[src/rtl/n101_defines.sv]
// Shared definitions for the 32-bit ICB to 8-bit Wishbone sequencer:
// FSM states, access size codes and lane/beat helpers.
package n101_defines;

    typedef enum logic [1:0] {
        ST_IDLE = 2'd0,
        ST_BUS  = 2'd1,
        ST_RSP  = 2'd2
    } state_e;

    localparam logic [1:0] SZ_BYTE = 2'd0;
    localparam logic [1:0] SZ_HALF = 2'd1;
    localparam logic [1:0] SZ_WORD = 2'd2;
    localparam logic [1:0] SZ_ILL  = 2'd3;

    function automatic logic [2:0] beat_cnt(input logic [1:0] size);
        return 3'd1 << size;
    endfunction

    // Byte lanes covered by an access; the start lane is aligned down to the size.
    // The illegal size yields an empty span.
    function automatic logic [3:0] lane_span(input logic [1:0] lo, input logic [1:0] size);
        logic [2:0] n;
        logic [1:0] start;
        logic [4:0] ones;
        n     = beat_cnt(size);
        start = lo & ~2'(n - 3'd1);
        ones  = (5'd1 << n) - 5'd1;
        return ones[3:0] << start;
    endfunction

    function automatic logic [1:0] first_lane(input logic [3:0] m);
        if (m[0])      return 2'd0;
        else if (m[1]) return 2'd1;
        else if (m[2]) return 2'd2;
        else           return 2'd3;
    endfunction

endpackage

[src/rtl/n101_wb_tmo_cnt.sv]
// Wishbone beat watchdog: counts unacknowledged bus cycles of the current beat.
// expired flags the cycle that is the (2^TMO_W-1)-th without an ack.
module n101_wb_tmo_cnt #(
    parameter int TMO_W = 8
) (
    input  logic clk,
    input  logic rst,
    input  logic clr,
    input  logic inc,
    output logic expired
);

    localparam logic [TMO_W-1:0] LAST = {{(TMO_W-1){1'b1}}, 1'b0};

    logic [TMO_W-1:0] cnt_q, cnt_d;

    always_comb begin
        cnt_d = cnt_q;
        if (clr)
            cnt_d = '0;
        else if (inc)
            cnt_d = cnt_q + TMO_W'(1);
    end

    always_ff @(posedge clk or posedge rst) begin
        if (rst)
            cnt_q <= '0;
        else
            cnt_q <= cnt_d;
    end

    assign expired = (cnt_q == LAST);

endmodule

[src/rtl/n101_icb32towishb8_seq.sv]
// Bridges one 32-bit ICB command into a sequence of 8-bit Wishbone beats,
// one per enabled byte lane, then returns a single ICB response.
module n101_icb32towishb8_seq #(
    parameter int AW    = 32,
    parameter int TMO_W = 8
) (
    input  logic          clk,
    input  logic          rst,
    input  logic          i_icb_cmd_valid,
    output logic          i_icb_cmd_ready,
    input  logic          i_icb_cmd_read,
    input  logic [AW-1:0] i_icb_cmd_addr,
    input  logic [31:0]   i_icb_cmd_wdata,
    input  logic [3:0]    i_icb_cmd_wmask,
    input  logic [1:0]    i_icb_cmd_size,
    output logic          i_icb_rsp_valid,
    input  logic          i_icb_rsp_ready,
    output logic          i_icb_rsp_err,
    output logic [31:0]   i_icb_rsp_rdata,
    output logic [AW-1:0] wb_adr,
    output logic [7:0]    wb_dat_w,
    input  logic [7:0]    wb_dat_r,
    output logic          wb_we,
    output logic          wb_stb,
    output logic          wb_cyc,
    input  logic          wb_ack
);
    import n101_defines::*;

    state_e        state_q, state_d;
    logic          read_q, read_d;
    logic [AW-3:0] addr_hi_q, addr_hi_d;
    logic [31:0]   wdata_q, wdata_d;
    logic [3:0]    pend_q, pend_d;
    logic [31:0]   rdata_q, rdata_d;
    logic          rsp_valid_q, rsp_valid_d;
    logic          rsp_err_q, rsp_err_d;
    logic          cyc_q, cyc_d;
    logic          we_q, we_d;
    logic [AW-1:0] adr_q, adr_d;
    logic [7:0]    datw_q, datw_d;

    logic       tmo_clr, tmo_inc, tmo_exp;
    logic [3:0] span, en_lanes, rem;
    logic [1:0] cur_lane, nxt_lane;

    assign tmo_clr = (state_q != ST_BUS) | wb_ack;
    assign tmo_inc = (state_q == ST_BUS) & ~wb_ack;

    n101_wb_tmo_cnt #(.TMO_W(TMO_W)) u_tmo (
        .clk     (clk),
        .rst     (rst),
        .clr     (tmo_clr),
        .inc     (tmo_inc),
        .expired (tmo_exp)
    );

    always_comb begin
        state_d     = state_q;
        read_d      = read_q;
        addr_hi_d   = addr_hi_q;
        wdata_d     = wdata_q;
        pend_d      = pend_q;
        rdata_d     = rdata_q;
        rsp_valid_d = rsp_valid_q;
        rsp_err_d   = rsp_err_q;
        cyc_d       = cyc_q;
        we_d        = we_q;
        adr_d       = adr_q;
        datw_d      = datw_q;
        span        = lane_span(i_icb_cmd_addr[1:0], i_icb_cmd_size);
        en_lanes    = i_icb_cmd_read ? span : (span & i_icb_cmd_wmask);
        cur_lane    = adr_q[1:0];
        rem         = pend_q & ~(4'b0001 << cur_lane);
        nxt_lane    = 2'd0;

        case (state_q)
            ST_IDLE: begin
                if (i_icb_cmd_valid) begin
                    read_d    = i_icb_cmd_read;
                    addr_hi_d = i_icb_cmd_addr[AW-1:2];
                    wdata_d   = i_icb_cmd_wdata;
                    rdata_d   = '0;
                    if (i_icb_cmd_size == SZ_ILL) begin
                        state_d     = ST_RSP;
                        rsp_valid_d = 1'b1;
                        rsp_err_d   = 1'b1;
                    end else if (en_lanes == 4'b0000) begin
                        state_d     = ST_RSP;
                        rsp_valid_d = 1'b1;
                        rsp_err_d   = 1'b0;
                    end else begin
                        nxt_lane = first_lane(en_lanes);
                        state_d  = ST_BUS;
                        pend_d   = en_lanes;
                        cyc_d    = 1'b1;
                        we_d     = ~i_icb_cmd_read;
                        adr_d    = {i_icb_cmd_addr[AW-1:2], nxt_lane};
                        datw_d   = i_icb_cmd_wdata[{nxt_lane, 3'b000} +: 8];
                    end
                end
            end
            ST_BUS: begin
                if (wb_ack) begin
                    if (read_q)
                        rdata_d[{cur_lane, 3'b000} +: 8] = wb_dat_r;
                    pend_d = rem;
                    if (rem == 4'b0000) begin
                        state_d     = ST_RSP;
                        cyc_d       = 1'b0;
                        we_d        = 1'b0;
                        rsp_valid_d = 1'b1;
                        rsp_err_d   = 1'b0;
                    end else begin
                        // Strobe stays high; the next enabled lane starts right away.
                        nxt_lane = first_lane(rem);
                        adr_d    = {addr_hi_q, nxt_lane};
                        datw_d   = wdata_q[{nxt_lane, 3'b000} +: 8];
                    end
                end else if (tmo_exp) begin
                    state_d     = ST_RSP;
                    cyc_d       = 1'b0;
                    we_d        = 1'b0;
                    pend_d      = 4'b0000;
                    rsp_valid_d = 1'b1;
                    rsp_err_d   = 1'b1;
                end
            end
            ST_RSP: begin
                if (i_icb_rsp_ready) begin
                    state_d     = ST_IDLE;
                    rsp_valid_d = 1'b0;
                    rsp_err_d   = 1'b0;
                end
            end
            default: state_d = ST_IDLE;
        endcase
    end

    always_ff @(posedge clk or posedge rst) begin
        if (rst) begin
            state_q     <= ST_IDLE;
            read_q      <= 1'b0;
            addr_hi_q   <= '0;
            wdata_q     <= '0;
            pend_q      <= '0;
            rdata_q     <= '0;
            rsp_valid_q <= 1'b0;
            rsp_err_q   <= 1'b0;
            cyc_q       <= 1'b0;
            we_q        <= 1'b0;
            adr_q       <= '0;
            datw_q      <= '0;
        end else begin
            state_q     <= state_d;
            read_q      <= read_d;
            addr_hi_q   <= addr_hi_d;
            wdata_q     <= wdata_d;
            pend_q      <= pend_d;
            rdata_q     <= rdata_d;
            rsp_valid_q <= rsp_valid_d;
            rsp_err_q   <= rsp_err_d;
            cyc_q       <= cyc_d;
            we_q        <= we_d;
            adr_q       <= adr_d;
            datw_q      <= datw_d;
        end
    end

    assign i_icb_cmd_ready = (state_q == ST_IDLE);
    assign i_icb_rsp_valid = rsp_valid_q;
    assign i_icb_rsp_err   = rsp_err_q;
    assign i_icb_rsp_rdata = rdata_q;
    assign wb_adr          = adr_q;
    assign wb_dat_w        = datw_q;
    assign wb_we           = we_q;
    assign wb_stb          = cyc_q;
    assign wb_cyc          = cyc_q;

endmodule

[config.mk]
export PLATFORM = sky130hd
export DESIGN_NAME = n101_icb32towishb8_seq
export DESIGN_NICKNAME = d
export VERILOG_FILES = /design/src/rtl/n101_defines.sv /design/src/rtl/n101_wb_tmo_cnt.sv /design/src/rtl/n101_icb32towishb8_seq.sv
export SDC_FILE = /design/constraint.sdc
export NUM_CORES = 1
export LEC_CHECK = 0
export ABC_AREA = 1
export ABC_CLOCK_PERIOD_IN_PS = 4500
export BUFFER_PORTS_ARGS = -buffer_cell sky130_fd_sc_hd__buf_2
export CAP_MARGIN = 0
export CORE_MARGIN = 5
export CORE_UTILIZATION = 45
export CTS_CLUSTER_DIAMETER = 50
export DETAILED_ROUTE_END_ITERATION = 10
export GPL_ROUTABILITY_DRIVEN = 0
export MAX_ROUTING_LAYER = met4
export PLACE_DENSITY_LB_ADDON = 0.25
export SLEW_MARGIN = 5
export SYNTH_ARGS = -nofsm -noshare
export SYNTH_HDL_FRONTEND = slang
export SYNTH_SLANG_ARGS = --single-unit
[constraint.sdc]
create_clock -name clk -period 4.5 [get_ports clk]
set_input_delay 0.45 -clock clk [delete_from_list [all_inputs] [get_ports clk]]
set_output_delay 0.45 -clock clk [all_outputs]
set_load 0.02 [all_outputs]
==> flow_summary_export.csv <==
group,metric,value,unit
synth,synthFlopType,"dfrtp_1",
place,place_inst,1227,
critical_path,crit_path_frequent_cell,"nand2_1",
floorplan,rows,47,
synth,yosys_warnings,0,
sta,finalWorstSetupSlack,999.0,ps
synth,synth_edf_count,0,
sta,rsz0062_at_grt,"false",
drt,dr.pass1.iters,5,
synth,mappedNetlistNets,978,
drt,via_per_inst,4.978,
synth,syn_avg_cell_area,8.478,um^2
cts,cts-root-buf,"clkbuf_16",
synth,synth-seq-cells,153,
sta,fin_crit,3501,ps
floorplan,num_io_pins,162,
cts,clock-sinks,153,
sta,slew_viol_final,0,
drt,ant_nets,0,
cts,clk_latency,430,ps
run_status,outcome,"completed",
synth,netlist_area,7452,um^2
sta,worst_slew_pin_slew,1206,ps
pwr,irDropWorstVdd,0.3054,mV
critical_path,critical_path.max_stage_delay,770,ps
pwr,pwr-share-comb,41.3,%
cts,clk_pin_slew,60,ps
layout,final_cell_mix,"219 x nand2_1, 161 x buf_2, 153 x dfrtp_1",
sta,finalSetupViolCount,0,
place,place_hpwl,12.73,mm
synth,syn_inst,879,
layout,instances_no_fill,1261,
cts,postCtsHoldBufs,0,
sta,slew_headroom,18.84,%
cts,cts_buffer_depth,2,
pwr,p_clk_share,23.1,%
critical_path,cp-end-kind,"flop",
place,portBuffers,161,
critical_path,critical_path.cell_chain,"inv_1 -> ha_1 -> inv_1 -> nand2_1 -> nand2_1 -> inv_2 -> o21ai_0 -> nor2_1 -> a21oi_1 -> nand3_2 -> buf_12 -> nor2_1 -> nand2_1 -> nand2_1",
drt,avgRoutedWirePerCell,14.67,um
critical_path,reg2reg_depth,14,
sta,post-route-period-util,77.80,%
layout,area_delta_synth_final,21.27,%
cts,cts_setup_buffers,0,
flow_run,drv_cap,0,
sta,hold_viol_final,0,
floorplan,die_height,138.7,um
synth,seq_area_frac_synth,51.38,%
global_route,grt_pass1_wl,30.88,mm
cts,cts_tree,"done",
sta,clock_skew,8.078,ps
drt,vias,6277,
pwr,p_switching,2.614,mW
critical_path,crit_type,"reg -> reg",
pwr,internal_power,3.747,mW
hold_path,hp-class,"in -> async",
critical_path,crit_fanout,54,
floorplan,die_area,19230,um^2
synth,synth-async-reset-ratio,100.0,%
floorplan,start_util,45.42,%
critical_path,worstPathArrival,3870,ps
global_route,track_usage,20.08,%
layout,layout.nets,1125,
layout,layout_commonest_cell,"nand2_1",
critical_path,required,4870,ps
drt,drt-initial-drc-count,365,
pwr,seqPwrFrac,35.6,%
sta,setup-tns-final,0,ps
pwr,p_per_area,703.8,nW/um^2
global_route,grt_overflow_total,0,
pwr,p_leak,4.724,nW
cts,cts_buffers,17,
synth,synthDistinctLibCells,39,
global_route,grt_max_degree,154,
cts,cts-resized-gates,0,
global_route,grt_pass1_vias,6130,
critical_path,r2r_end,"wb_dat_w[3]$_DFFE_PP0P_",
floorplan,die_x,138.7,um
sta,hold_ws,251.9,ps
critical_path,slowest_stage,"dfrtp_1",
critical_path,worstSetupStartpointType,"flop",
drt,drc_errors,0,
critical_path,reg2reg_slack,1000,ps
place,post-place-ws,1051,ps
cts,h-tree-depth,4,
sta,max_freq,0.2856,GHz
layout,drive_above_1_share,23.99,%
pwr,swShare,41.09,%
critical_path,regToRegStartpoint,"wb_adr[0]$_DFFE_PP0P_",
global_route,antenna_found_initial,3,
drt,wirelength,18.50,mm
floorplan,core_area,16410,um^2
-- Yosys cell counts, drive strengths merged (3+ instances only) --
library cell	instances	share of area, %
o21bai	8	0.81
o22ai	10	0.84
nand3	32	2.4
nand3b	3	0.35
clkbuf	25	1.3
nor2	71	3.8
mux2	24	3.6
nand2	222	11
o21a	9	0.91
buf	14	1.2
mux2i	3	0.40
nand4	20	1.7
dfrtp	153	51
o21ai	163	11
ha	15	2.5
inv	83	4.2
a21oi	12	1.2
-- through the flow --
stage | utilization (%) | cell area, um^2 | total power [mW]
2_1_floorplan | - | 7456 | 4.190
5_1_grt | 55.08 | 9037 | 6.864
3_5_place_dp | 51.37 | 8428 | 4.924
3_3_place_gp | 51.37 | 8428 | 4.879
4_1_cts | 55.04 | 9030 | 6.415
6_report | 55.08 | 9037 | 6.361
-- worst max-delay path: cells and delay by family, from the launching register on --
kind / cells / cell delay [ps]
DFF: 1 / 770
buffers and inverters: 4 / 760
AOI/OAI and AO/OA: 2 / 380
adders and majority gates: 1 / 250
and+or+nand+nor: 7 / 1260
-- how the worst max path moves through the flow --
stage                                      from                      end  slack [ps]  depth (start not counted)
after CTS                 wb_adr[0]$_DFFE_PP0P_  wb_dat_w[3]$_DFFE_PP0P_        1010                         14
after global placement    wb_adr[0]$_DFFE_PP0P_  wb_dat_w[6]$_DFFE_PP0P_        1250                         14
after global routing      wb_adr[0]$_DFFE_PP0P_  wb_dat_w[5]$_DFFE_PP0P_         590                         14
after floorplan           wb_adr[0]$_DFFE_PP0P_  wb_dat_w[0]$_DFFE_PP0P_        1930                         16
final                     wb_adr[0]$_DFFE_PP0P_  wb_dat_w[3]$_DFFE_PP0P_        1000                         14
after detailed placement  wb_adr[0]$_DFFE_PP0P_  wb_dat_w[3]$_DFFE_PP0P_        1050                         14
-- registers in the layout, indices dropped and copies added, names as in the netlist --
signal / count
i_icb_rsp_valid: 1
wb_we: 1
read_q: 1
addr_hi_q: 30
state_q: 2
wdata_q: 32
wb_dat_w: 8
wb_adr: 32
i_icb_rsp_rdata: 32
pend_q: 4
u_tmo.cnt_q: 8
wb_cyc: 1
i_icb_rsp_err: 1
-- area by class of cell --
type	instances	area, um^2
Multi-Input combinational cell	603	3127
Fill cell	1537	7370
Clock buffer	20	456.7
Timing Repair Buffer	167	875.8
Clock inverter	11	145.1
Antenna cell	3	7.507
Inverter	84	321.6
Tap cell	220	275.3
Sequential cell	153	3829
-- per-layer routing --
layer  share of wire, %  track usage (%)  up-vias  routed length [um]
met5                  0                -        -                   0
met4                1.3            5.819        0                 238
met3                6.6            4.724       26                1214
met2                 46            30.60      199                8480
met1                 46            27.04     2874                8565
li1                   -                -     3178                   -
-- cells by family after synthesis --
| group | share of synthesized area (%) |
|---|---|
| multiplexers | 4.030 |
| buffers and inverters | 6.766 |
| adder cells (fa/ha/maj) | 2.518 |
| flip-flops | 51.38 |
| AND/OR/NAND/NOR | 19.86 |
| AO/OA/AOI/OAI | 15.21 |
| XOR/XNOR | 0.2351 |
-- power groups by stage --
stage,Sequential [mW],Clock [mW],Combinational [mW]
2_1_floorplan,2.49,0,1.70
3_3_place_gp,2.28,0,2.60
3_5_place_dp,2.28,0,2.65
4_1_cts,2.26,1.50,2.66
5_1_grt,2.33,1.55,2.98
6_report,2.26,1.47,2.63
Note: power is estimated with default switching activity, not from simulation.
